### src/rtl/button_seq_pkg.sv
// Shared definitions for the button sequence player.
//   state_t       playback FSM states
//   BTNx_BIT      bit positions inside the {btn3,btn2,btn0} pattern
//   LFSR_SEED     reset value of the contact-bounce LFSR
package button_seq_pkg;

  typedef enum logic [1:0] {
    IDLE = 2'd0,
    HOLD = 2'd1,
    GAP  = 2'd2,
    DONE = 2'd3
  } state_t;

  localparam int unsigned BTN0_BIT = 0;
  localparam int unsigned BTN2_BIT = 1;
  localparam int unsigned BTN3_BIT = 2;

  localparam logic [7:0] LFSR_SEED = 8'hA5;

endpackage

### src/rtl/button_sequence_player_lfsr.sv
// bounce_lfsr: 8-bit Fibonacci LFSR (taps 8,6,5,4) used to generate contact
// chatter. Only instantiated when BUTTON_SEQ_BOUNCE_EN is defined.
//   clk, rst_n  clock, async active-low reset (loads SEED)
//   en_i        advance one step per cycle while high
//   bits_o      low three LFSR bits, used as a per-button chatter mask
module bounce_lfsr
  import button_seq_pkg::*;
#(
  parameter logic [7:0] SEED = LFSR_SEED
) (
  input  logic       clk,
  input  logic       rst_n,
  input  logic       en_i,
  output logic [2:0] bits_o
);

  logic [7:0] lfsr_q, lfsr_d;
  logic       fb;

  always_comb begin
    fb     = lfsr_q[7] ^ lfsr_q[5] ^ lfsr_q[4] ^ lfsr_q[3];
    lfsr_d = en_i ? {lfsr_q[6:0], fb} : lfsr_q;
  end

  always_ff @(posedge clk or negedge rst_n) begin
    if (!rst_n) lfsr_q <= SEED;
    else        lfsr_q <= lfsr_d;
  end

  assign bits_o = lfsr_q[2:0];

endmodule

### src/rtl/button_sequence_player.sv
// button_sequence_player: plays a programmed table of 3-bit button patterns
// onto {btn3,btn2,btn0}. Each step is held HOLD_CYCLES, then all buttons are
// released for GAP_CYCLES. Optional contact-bounce injection is enabled with
// the macro BUTTON_SEQ_BOUNCE_EN.
//   cfg_we/cfg_addr/cfg_pattern  step-table write port (IDLE only)
//   num_steps                    steps to play, latched and clamped on start
//   start / abort                begin playback / stop immediately
//   btn_out                      registered button levels
//   busy / done                  playing / one-cycle completion pulse
//   step_idx                     step currently held or gapped
module button_sequence_player
  import button_seq_pkg::*;
#(
  parameter int unsigned DEPTH         = 8,
  parameter int unsigned HOLD_CYCLES   = 16,
  parameter int unsigned GAP_CYCLES    = 8,
  parameter int unsigned CNT_W         = 16,
  parameter int unsigned BOUNCE_CYCLES = 4
) (
  input  logic                       clk,
  input  logic                       rst_n,
  input  logic                       cfg_we,
  input  logic [$clog2(DEPTH)-1:0]   cfg_addr,
  input  logic [2:0]                 cfg_pattern,
  input  logic [$clog2(DEPTH):0]     num_steps,
  input  logic                       start,
  input  logic                       abort,
  output logic [2:0]                 btn_out,
  output logic                       busy,
  output logic                       done,
  output logic [$clog2(DEPTH)-1:0]   step_idx
);

  localparam int unsigned IDX_W   = $clog2(DEPTH);
  localparam int unsigned STEPS_W = IDX_W + 1;

  localparam logic [CNT_W-1:0]   HOLD_RELOAD = CNT_W'(HOLD_CYCLES - 1);
  localparam logic [CNT_W-1:0]   GAP_RELOAD  = CNT_W'(GAP_CYCLES - 1);
  localparam logic [CNT_W-1:0]   BNC_LEN     = CNT_W'(BOUNCE_CYCLES);
  localparam logic [STEPS_W-1:0] DEPTH_S     = STEPS_W'(DEPTH);

  state_t               state_q, state_d;
  logic [CNT_W-1:0]     timer_q, timer_d;
  logic [IDX_W-1:0]     idx_q, idx_d;
  logic [STEPS_W-1:0]   steps_q, steps_d;
  logic [STEPS_W-1:0]   steps_clamped;
  logic                 last_step;

  logic [2:0]           btn_q, btn_d;
  logic                 busy_q, done_q;

  logic [2:0]           table_q [DEPTH];

  logic [2:0]           raw_chatter;
  logic [2:0]           chatter;
  logic                 hold_win, gap_win;
  logic [2:0]           pat_d;

  // ---------------------------------------------------------------------------
  // Chatter source
  // ---------------------------------------------------------------------------
`ifdef BUTTON_SEQ_BOUNCE_EN
  localparam bit BOUNCE_ON = 1'b1;

  bounce_lfsr #(
    .SEED (LFSR_SEED)
  ) u_lfsr (
    .clk    (clk),
    .rst_n  (rst_n),
    .en_i   (1'b1),
    .bits_o (raw_chatter)
  );
`else
  localparam bit BOUNCE_ON = 1'b0;

  assign raw_chatter = '1;
`endif

  assign chatter[BTN0_BIT] = raw_chatter[0];
  assign chatter[BTN2_BIT] = raw_chatter[1];
  assign chatter[BTN3_BIT] = raw_chatter[2];

  // ---------------------------------------------------------------------------
  // Step table (not reset; writable only while idle)
  // ---------------------------------------------------------------------------
  always_ff @(posedge clk) begin
    if (cfg_we && (state_q == IDLE)) table_q[cfg_addr] <= cfg_pattern;
  end

  // ---------------------------------------------------------------------------
  // Playback FSM
  // ---------------------------------------------------------------------------
  assign steps_clamped = (num_steps > DEPTH_S) ? DEPTH_S : num_steps;
  assign last_step     = ({1'b0, idx_q} == (steps_q - STEPS_W'(1)));

  always_ff @(posedge clk or negedge rst_n) begin
    if (!rst_n) begin
      state_q <= IDLE;
      timer_q <= '0;
      idx_q   <= '0;
      steps_q <= '0;
    end else begin
      state_q <= state_d;
      timer_q <= timer_d;
      idx_q   <= idx_d;
      steps_q <= steps_d;
    end
  end

  always_comb begin
    state_d = state_q;
    timer_d = timer_q;
    idx_d   = idx_q;
    steps_d = steps_q;

    unique case (state_q)
      IDLE: begin
        // abort outranks a simultaneous start
        if (start && !abort) begin
          steps_d = steps_clamped;
          idx_d   = '0;
          if (steps_clamped == '0) begin
            state_d = DONE;
            timer_d = '0;
          end else begin
            state_d = HOLD;
            timer_d = HOLD_RELOAD;
          end
        end
      end

      HOLD: begin
        if (abort) begin
          state_d = IDLE;
          timer_d = '0;
        end else if (timer_q == '0) begin
          state_d = GAP;
          timer_d = GAP_RELOAD;
        end else begin
          timer_d = timer_q - CNT_W'(1);
        end
      end

      GAP: begin
        if (abort) begin
          state_d = IDLE;
          timer_d = '0;
        end else if (timer_q == '0) begin
          if (last_step) begin
            state_d = DONE;
            timer_d = '0;
          end else begin
            state_d = HOLD;
            timer_d = HOLD_RELOAD;
            idx_d   = idx_q + IDX_W'(1);
          end
        end else begin
          timer_d = timer_q - CNT_W'(1);
        end
      end

      DONE: begin
        state_d = IDLE;
        timer_d = '0;
      end

      default: begin
        state_d = IDLE;
        timer_d = '0;
      end
    endcase
  end

  // ---------------------------------------------------------------------------
  // Registered outputs, computed from the next state so they line up with it.
  // Elapsed time in a phase is reload - timer; the bounce window covers the
  // first BOUNCE_CYCLES cycles of each HOLD and GAP.
  // ---------------------------------------------------------------------------
  always_comb begin
    pat_d    = table_q[idx_d];
    hold_win = BOUNCE_ON && ((HOLD_RELOAD - timer_d) < BNC_LEN);
    gap_win  = BOUNCE_ON && ((GAP_RELOAD  - timer_d) < BNC_LEN);
    btn_d    = '0;

    unique case (state_d)
      HOLD:    btn_d = hold_win ? (pat_d & chatter) : pat_d;
      GAP:     btn_d = gap_win  ? (pat_d & chatter) : '0;
      default: btn_d = '0;
    endcase
  end

  always_ff @(posedge clk or negedge rst_n) begin
    if (!rst_n) begin
      btn_q  <= '0;
      busy_q <= 1'b0;
      done_q <= 1'b0;
    end else begin
      btn_q  <= btn_d;
      busy_q <= (state_d == HOLD) || (state_d == GAP);
      done_q <= (state_d == DONE);
    end
  end

  assign btn_out  = btn_q;
  assign busy     = busy_q;
  assign done     = done_q;
  assign step_idx = idx_q;

endmodule

### config.mk
export PLATFORM = sky130hd
export DESIGN_NAME = button_sequence_player
export DESIGN_NICKNAME = d
export VERILOG_FILES = /design/src/rtl/button_seq_pkg.sv /design/src/rtl/button_sequence_player_lfsr.sv /design/src/rtl/button_sequence_player.sv
export SDC_FILE = /design/constraint.sdc
export NUM_CORES = 1
export LEC_CHECK = 0
export BUFFER_PORTS_ARGS = -buffer_cell sky130_fd_sc_hd__buf_2
export CAP_MARGIN = 10
export CORE_ASPECT_RATIO = 1.1
export CORE_MARGIN = 2
export CORE_UTILIZATION = 64
export DETAILED_ROUTE_END_ITERATION = 10
export GPL_TIMING_DRIVEN = 0
export HOLD_SLACK_MARGIN = 0.05
export PLACE_DENSITY_LB_ADDON = 0.08
export SYNTH_ARGS = -nofsm -noshare
export SYNTH_HDL_FRONTEND = slang
export SYNTH_SLANG_ARGS = --single-unit
export TNS_END_PERCENT = 20
### constraint.sdc
create_clock -name clk -period 6.9 [get_ports clk]
set_input_delay 2.07 -clock clk [delete_from_list [all_inputs] [get_ports clk]]
set_output_delay 2.07 -clock clk [all_outputs]
set_load 0.03 [all_outputs]
==> impl_metrics.prom, run 1 <==
# TYPE chip_impl_metric gauge
chip_impl_info{name="timing.critical_path.max_delay_family",value="compound AO/OA/AOI/OAI gates"} 1
chip_impl_metric{name="yosys_warnings",unit=""} 0
chip_impl_metric{name="critPathArrivalTime",unit="ps"} 4020
chip_impl_info{name="crit_type",value="input port to flop"} 1
chip_impl_metric{name="die_area",unit="mm^2"} 0.00486
chip_impl_metric{name="gp_congestion",unit=""} 0.881
chip_impl_metric{name="worst-slew-pin-transition",unit="ps"} 939
chip_impl_metric{name="route.antenna.remaining_nets",unit=""} 0
chip_impl_metric{name="synth-seq-area-share",unit=""} 0.532
chip_impl_metric{name="drt_iter0_drc",unit=""} 129
chip_impl_metric{name="drt_pass1_iterations",unit=""} 4
chip_impl_metric{name="avgSynthCellArea",unit="um^2"} 10.8
chip_impl_metric{name="ios",unit=""} 23
chip_impl_metric{name="fp-row-count",unit=""} 25
chip_impl_metric{name="numPlacedInstances",unit=""} 332
chip_impl_info{name="outcome",value="complete, no violations"} 1
chip_impl_metric{name="worst_setup_hold_path_clk_slew",unit="ps"} 100
chip_impl_metric{name="cts_resized",unit=""} 0
chip_impl_metric{name="fin_crit",unit="ps"} 3820
chip_impl_info{name="yosysTopAreaCell",value="sky130_fd_sc_hd__dfrtp_1"} 1
chip_impl_metric{name="finalSetupViolations",unit=""} 0
chip_impl_metric{name="core_box_area",unit="mm^2"} 0.00422
chip_impl_metric{name="detailroute.via_count",unit=""} 2014
chip_impl_metric{name="timing.slew.headroom",unit=""} 0.369
chip_impl_metric{name="synth-async-reset-ratio",unit=""} 0.556
chip_impl_metric{name="required",unit="ps"} 7110
chip_impl_info{name="top_layer",value="met4"} 1
chip_impl_metric{name="first_pass_grt_wire_length",unit="mm"} 8.87
chip_impl_metric{name="initial_utilization",unit=""} 0.655
chip_impl_metric{name="syn_area",unit="mm^2"} 0.00276
chip_impl_metric{name="slew_viol_final",unit=""} 0
chip_impl_metric{name="final.period_utilization",unit=""} 0.553
chip_impl_metric{name="grt_start_max_net_pins",unit=""} 31
chip_impl_metric{name="wl_met3",unit="um"} 245
chip_impl_info{name="cp_cell_sequence",value="buf_2 -> nand2b_1 -> or3_1 -> clkbuf_1 -> nand2_1 -> o21ai_2 -> buf_6 -> mux2i_1 -> a22o_1 -> a211oi_1"} 1
chip_impl_metric{name="synth_cell_types",unit=""} 49
chip_impl_metric{name="cts-root-to-sink-buffers",unit=""} 2
chip_impl_info{name="worstSetupStartpoint",value="abort"} 1
chip_impl_metric{name="wl_per_cell",unit="um"} 15.7
chip_impl_metric{name="cts_hold_buffers",unit=""} 0
chip_impl_info{name="clock_tree_from_tritoncts",value="yes"} 1
chip_impl_metric{name="cts_num_sinks",unit=""} 54
chip_impl_metric{name="global_route.usage.total",unit=""} 0.241
chip_impl_metric{name="drv_cap",unit=""} 0
chip_impl_metric{name="synth_seq_cells",unit=""} 54
chip_impl_metric{name="grt_overflow_total",unit=""} 0
chip_impl_metric{name="met2RoutedLength",unit="mm"} 2.82
chip_impl_metric{name="report.final.hold_viol_count",unit=""} 0
chip_impl_info{name="ctsRootBufferMaster",value="sky130_fd_sc_hd__clkbuf_8"} 1
chip_impl_metric{name="final.setup_skew",unit="ps"} 6.85
chip_impl_metric{name="static-leakage-power",unit="nW"} 1.23
chip_impl_metric{name="wire_length_on_met1",unit="mm"} 2.22
chip_impl_metric{name="routed_via_density",unit=""} 5.92
chip_impl_metric{name="yosys.area.top_type_share",unit=""} 0.272
chip_impl_info{name="postSynth.topFlopCell",value="sky130_fd_sc_hd__dfrtp_1"} 1
chip_impl_metric{name="vias_in_the_first_global_route",unit=""} 1937
chip_impl_metric{name="die-width",unit="um"} 66.7
chip_impl_metric{name="fin_setup_tns",unit="ps"} 0
chip_impl_metric{name="area_growth_syn_to_layout",unit="%"} 10.4
chip_impl_info{name="worstHoldPathType",value="flop to flop"} 1
chip_impl_metric{name="postSynthNetCount",unit=""} 277
chip_impl_metric{name="critPathMaxStageDelay",unit="ps"} 280
chip_impl_metric{name="drt-total-wl",unit="mm"} 5.33
chip_impl_metric{name="syn-instance-count",unit=""} 256
chip_impl_metric{name="fmax",unit="MHz"} 262
chip_impl_info{name="grt_setup_unrepaired",value="false"} 1
chip_impl_info{name="min_from",value="timer_q[15]"} 1
chip_impl_metric{name="die_height",unit="um"} 72.9
chip_impl_info{name="critPathLaunchType",value="input port"} 1
chip_impl_metric{name="post_route_cells_drive_above_1_share",unit=""} 0.168
chip_impl_info{name="reg2reg_from",value="timer_q[0]"} 1
chip_impl_info{name="end_kind",value="flop"} 1
chip_impl_info{name="synth.area.top_cells",value="sky130_fd_sc_hd__dfrtp_1 27%, sky130_fd_sc_hd__edfxtp_1 26%, sky130_fd_sc_hd__nand2_1 4.3%"} 1
chip_impl_metric{name="timing.critical_path.fanout_max",unit=""} 10
chip_impl_metric{name="htreeDepth",unit=""} 2
chip_impl_metric{name="powerDensity",unit="mW/mm^2"} 270
chip_impl_metric{name="critPathBufInv",unit=""} 3
chip_impl_metric{name="drcViolationCount",unit=""} 0
chip_impl_info{name="crit_path_top_delay_cell",value="sky130_fd_sc_hd__clkbuf_1"} 1
chip_impl_metric{name="antennaDiodeCount",unit=""} 0
chip_impl_metric{name="post-cts-setup-buffers",unit=""} 0
chip_impl_metric{name="number_of_antenna_violations_at_the_first_check_in_global_routing",unit=""} 0
chip_impl_metric{name="finalNonFillerCells",unit=""} 340
chip_impl_metric{name="numCtsBuffers",unit=""} 5
chip_impl_metric{name="power.ir.vdd_worst",unit="uV"} 159
chip_impl_metric{name="clk_latency",unit="ps"} 300
chip_impl_metric{name="synth-edff-count",unit=""} 24
chip_impl_metric{name="place_hpwl",unit="mm"} 4.00
chip_impl_metric{name="finish.net_count",unit=""} 306
chip_impl_metric{name="placement.io_buffers",unit=""} 22
chip_impl_metric{name="number_of_fill_cells_in_the_layout",unit=""} 342
==> stage by stage <==
step / cell area [um^2] / util / hold slack [ps] / setup slack (ps) / power (mW)
2_1_floorplan: 2760 / - / 441 / 3280 / 0.563
3_3_place_gp: 2940 / 0.697 / 468 / 2820 / 0.609
3_5_place_dp: 2940 / 0.697 / 476 / 2760 / 0.618
4_1_cts: 3050 / 0.723 / 489 / 3060 / 0.826
5_1_grt: 3050 / 0.723 / 517 / 2860 / 0.869
6_report: 3050 / 0.723 / 486 / 3080 / 0.824
==> cells in the mapped netlist, types with 5 or more instances <==
library cell / number
sky130_fd_sc_hd__a211oi_1: 5
sky130_fd_sc_hd__a21oi_1: 7
sky130_fd_sc_hd__a31oi_1: 6
sky130_fd_sc_hd__clkbuf_1: 5
sky130_fd_sc_hd__dfrtp_1: 30
sky130_fd_sc_hd__edfxtp_1: 24
sky130_fd_sc_hd__ha_1: 6
sky130_fd_sc_hd__inv_1: 9
sky130_fd_sc_hd__mux2i_1: 7
sky130_fd_sc_hd__nand2_1: 32
sky130_fd_sc_hd__nand2b_1: 8
sky130_fd_sc_hd__nor2_1: 23
sky130_fd_sc_hd__nor3_1: 9
sky130_fd_sc_hd__o21ai_0: 16
sky130_fd_sc_hd__or3_1: 5
==> final cells by class <==
class                           instances  area, um^2  area share
Tap cell                               54        67.6      0.0221
Multi-Input combinational cell        186        1220       0.401
Clock buffer                            6        72.6      0.0238
Buffer                                  7        35.0      0.0115
Inverter                                9        33.8      0.0111
Sequential cell                        54        1470       0.482
Clock inverter                          2        37.5      0.0123
Timing Repair Buffer                   22         110      0.0361
==> worst paths after layout <==
| path | slack [ps] | cells after the start | endpoint |
|---|---|---|---|
| worst min register to register | 490 | 1 | timer_q[15] |
| worst max-delay path | 3080 | 10 | btn_out[0] |
| min in group asynchronous | 1790 | 1 | steps_q[2] |
| worst max register to register | 3680 | 10 | btn_out[0] |
| worst min-delay path | 490 | 1 | timer_q[15] |
| max in group asynchronous | 4670 | 1 | timer_q[7] |
==> state kept, by name (all words and copies together) (netlist names) <==
signal,cells
state_q,2
table_q,24
timer_q,16
step_idx,3
btn_out,3
done,1
steps_q,4
busy,1
==> routing by layer <==
layer | track usage | up-vias
li1 | - | 1009
met1 | 0.310 | 956
met2 | 0.434 | 44
met3 | 0.0340 | 5
met4 | 0.0499 | 0
met5 | 0 | -
==> cell families after synthesis <==
kind of cell / after synthesis / share of synthesized area
adders and majority gates: 6 / 0.0272
and+or+nand+nor: 100 / 0.186
AOI/OAI and AO/OA: 63 / 0.162
DFF: 54 / 0.532
xor gates and xnor gates: 3 / 0.00951
muxes: 14 / 0.0579
buffers and inverters: 16 / 0.0249
==> where the power goes <==
| group | switching, mW | internal (mW) | total [mW] |
|---|---|---|---|
| clock | 0.104 | 0.108 | 0.212 |
| combinational | 0.128 | 0.0804 | 0.209 |
| sequential | 0.0338 | 0.369 | 0.403 |
| total | 0.266 | 0.558 | 0.824 |
==> layout by cell type, fill, tap and decap left out, types with 5 or more instances in the layout <==
master	count
sky130_fd_sc_hd__or3_1	5
sky130_fd_sc_hd__mux2i_1	7
sky130_fd_sc_hd__dfrtp_1	30
sky130_fd_sc_hd__clkbuf_1	6
sky130_fd_sc_hd__nand2b_1	8
sky130_fd_sc_hd__inv_1	9
sky130_fd_sc_hd__nand2_1	32
sky130_fd_sc_hd__ha_1	6
sky130_fd_sc_hd__clkbuf_8	5
sky130_fd_sc_hd__nor3_1	9
sky130_fd_sc_hd__nor2_1	23
sky130_fd_sc_hd__a21oi_1	7
sky130_fd_sc_hd__a31oi_1	6
sky130_fd_sc_hd__buf_2	23
sky130_fd_sc_hd__a211oi_1	5
sky130_fd_sc_hd__edfxtp_1	24
sky130_fd_sc_hd__o21ai_0	16
(Power assumes the default switching activity.)
==> run 2, diff against run 1 <==
--- a/config.mk
+++ b/config.mk
@@ -9,7 +9,7 @@
 export CAP_MARGIN = 10
 export CORE_ASPECT_RATIO = 1.1
 export CORE_MARGIN = 2
-export CORE_UTILIZATION = 64
+export CORE_UTILIZATION = 53
 export DETAILED_ROUTE_END_ITERATION = 10
 export GPL_TIMING_DRIVEN = 0
 export HOLD_SLACK_MARGIN = 0.05
==> constraint.sdc (replaced) <==
create_clock -name clk -period 3.2 [get_ports clk]
set_input_delay 0.96 -clock clk [delete_from_list [all_inputs] [get_ports clk]]
set_output_delay 0.96 -clock clk [all_outputs]
set_load 0.03 [all_outputs]
==> run 2 against run 1 <==
Compared with the run above: combinational power grew 120%; routed wire length shrank 1.1%; sequential cell count is the same; die area grew 20%; sequential power grew 120%; non-clock buffer count grew 2; global-route usage shrank 4.1 points; first-iteration DRC count grew 35%; clock skew grew 1.3 ps; critical path depth shrank 1; design area grew 0.25%; critical endpoint is now btn_out[2]; highest routed layer unchanged.
==> impl_metrics.prom, run 2 (synthesis results as in run 1) <==
# TYPE chip_impl_metric gauge
chip_impl_info{name="top_library_cells_by_usage_in_the_layout_fill_and_taps_aside",value="32 x sky130_fd_sc_hd__nand2_1, 30 x sky130_fd_sc_hd__dfrtp_1, 24 x sky130_fd_sc_hd__edfxtp_1"} 1
chip_impl_info{name="grt_setup_unrepaired",value="false"} 1
chip_impl_metric{name="htreeDepth",unit=""} 2
chip_impl_info{name="ctsRootBufferMaster",value="sky130_fd_sc_hd__clkbuf_8"} 1
chip_impl_metric{name="fp-row-count",unit=""} 27
chip_impl_metric{name="global_route.usage.total",unit=""} 0.201
chip_impl_metric{name="fin_crit",unit="ps"} 3010
chip_impl_metric{name="die_area",unit="mm^2"} 0.00581
chip_impl_metric{name="finish.net_count",unit=""} 308
chip_impl_metric{name="power.ir.vdd_worst",unit="uV"} 276
chip_impl_metric{name="timing.critical_path.fanout_max",unit=""} 10
chip_impl_metric{name="post_route_cells_drive_above_1_share",unit=""} 0.177
chip_impl_metric{name="cts-root-to-sink-buffers",unit=""} 2
chip_impl_metric{name="final.period_utilization",unit=""} 0.941
chip_impl_metric{name="grt_start_max_net_pins",unit=""} 31
chip_impl_metric{name="timing.slew.headroom",unit=""} 0.338
chip_impl_metric{name="final.setup_skew",unit="ps"} 8.20
chip_impl_metric{name="finalSetupViolations",unit=""} 0
chip_impl_info{name="critPathLaunchType",value="flop"} 1
chip_impl_metric{name="drt_iter0_drc",unit=""} 174
chip_impl_metric{name="powerDensity",unit="mW/mm^2"} 559
chip_impl_metric{name="place_hpwl",unit="mm"} 3.85
chip_impl_metric{name="die-width",unit="um"} 72.9
chip_impl_info{name="worstHoldPathType",value="flop to flop"} 1
chip_impl_metric{name="clk_latency",unit="ps"} 300
chip_impl_metric{name="largest_reg_flops",unit=""} 24
chip_impl_metric{name="grt_overflow_total",unit=""} 0
chip_impl_metric{name="drt_pass1_iterations",unit=""} 4
chip_impl_metric{name="gp_congestion",unit=""} 0.812
chip_impl_metric{name="numPlacedInstances",unit=""} 336
chip_impl_metric{name="hold-worst-slack",unit="ps"} 491
chip_impl_metric{name="fmax",unit="MHz"} 332
chip_impl_info{name="biggestRegsByFlops",value="table_q (24), timer_q (16), steps_q (4)"} 1
chip_impl_info{name="mostFrequentLayoutCell",value="sky130_fd_sc_hd__nand2_1"} 1
chip_impl_metric{name="drcViolationCount",unit=""} 0
chip_impl_metric{name="drv_cap",unit=""} 0
chip_impl_metric{name="cts_hold_buffers",unit=""} 0
chip_impl_metric{name="die_height",unit="um"} 79.7
chip_impl_metric{name="antennaDiodeCount",unit=""} 0
chip_impl_metric{name="finalNonFillerCells",unit=""} 346
chip_impl_metric{name="numCtsBuffers",unit=""} 5
chip_impl_info{name="crit_type",value="flop to flop"} 1
chip_impl_metric{name="static-leakage-power",unit="nW"} 1.23
chip_impl_metric{name="required",unit="ps"} 3410
chip_impl_info{name="top_register",value="table_q"} 1
chip_impl_metric{name="report.final.hold_viol_count",unit=""} 0
chip_impl_metric{name="ios",unit=""} 23
chip_impl_metric{name="vias_in_the_first_global_route",unit=""} 1921
chip_impl_metric{name="worst-slew-pin-transition",unit="ps"} 986
chip_impl_metric{name="core_box_area",unit="mm^2"} 0.00503
chip_impl_info{name="clock_tree_from_tritoncts",value="yes"} 1
chip_impl_info{name="end_kind",value="flop"} 1
chip_impl_metric{name="drt-total-wl",unit="mm"} 5.27
chip_impl_metric{name="area_growth_syn_to_layout",unit="%"} 10.7
chip_impl_metric{name="critPathArrivalTime",unit="ps"} 3220
chip_impl_metric{name="detailroute.via_count",unit=""} 2012
chip_impl_metric{name="number_of_antenna_violations_at_the_first_check_in_global_routing",unit=""} 0
chip_impl_metric{name="routed_via_density",unit=""} 5.82
chip_impl_metric{name="cts_num_sinks",unit=""} 54
chip_impl_metric{name="worst_setup_hold_path_clk_slew",unit="ps"} 100
chip_impl_metric{name="placement.io_buffers",unit=""} 22
chip_impl_metric{name="first_pass_grt_wire_length",unit="mm"} 8.95
chip_impl_metric{name="slew_viol_final",unit=""} 0
chip_impl_metric{name="wl_per_cell",unit="um"} 15.2
chip_impl_info{name="outcome",value="complete, no violations"} 1
chip_impl_metric{name="route.antenna.remaining_nets",unit=""} 0
chip_impl_metric{name="initial_utilization",unit=""} 0.549
==> run 2: cell types whose count changed in the layout (fill, tap and decap cells not counted), sizes merged <==
cell,before,now
clkinv,0,1
bufinv,1,0
buf,24,26
clkbuf,11,10
inv,9,10
==> run 2: cell type report <==
class	instances	area, um^2
fill	434	1970
sequential	54	1470
multi-input combinational	186	1230
timing repair buffer	24	125
tap	58	72.6
clock buffer	5	68.8
buffer	7	35.0
inverter	9	33.8
clock inverter	3	20.0
==> run 2: what timing repair did <==
item	CTS	global route
setup buffers	0	2
gates resized for setup	2	0
setup endpoints to repair	3	3
pin swaps	0	1
==> run 2: path summary, 6_finish.rpt <==
kind,start,end,slack (ps),depth (start not counted)
min,timer_q[15],timer_q[15],490,1
max,timer_q[7],btn_out[2],190,9
min in group asynchronous,rst_n,steps_q[1],680,1
max reg2reg,timer_q[7],btn_out[2],190,9
max in group asynchronous,rst_n,timer_q[9],2080,1
min reg2reg,timer_q[15],timer_q[15],490,1
==> run 2: per-layer routing <==
layer,track usage,up-vias,part of all wire
met3,0.0341,6,0.029
met1,0.260,960,0.45
met4,0.0519,0,0.010
met2,0.347,31,0.51
met5,0,-,0
li1,-,1015,-
==> run 2: worst max-delay path, stage by stage (launching register included) <==
cell and delay [ps]:
sky130_fd_sc_hd__dfrtp_1 450, sky130_fd_sc_hd__or4_1 530, sky130_fd_sc_hd__buf_2 180, sky130_fd_sc_hd__or4_4 530, sky130_fd_sc_hd__a2111oi_4 350, sky130_fd_sc_hd__o21ai_2 140, sky130_fd_sc_hd__buf_6 180, sky130_fd_sc_hd__mux2i_1 140
sky130_fd_sc_hd__a22o_1 250, sky130_fd_sc_hd__a211oi_1 180
==> run 2: power breakdown <==
part	total, mW	internal, mW	switching, mW
clock	0.379	0.155	0.224
sequential	0.871	0.797	0.0746
combinational	0.460	0.180	0.280
total	1.71	1.13	0.579
==> run 2: stage by stage <==
step	setup WS (ps)	power, mW	setup TNS (ps)	util	area (um^2)
after global placement	-22.2	1.32	-34.9	0.585	2950
after global routing	23.4	1.83	0	0.608	3060
after CTS	148	1.72	0	0.605	3040
after floorplan	302	1.21	0	-	2760
final	190	1.71	0	0.608	3060
after detailed placement	-26.8	1.33	-39.9	0.585	2950
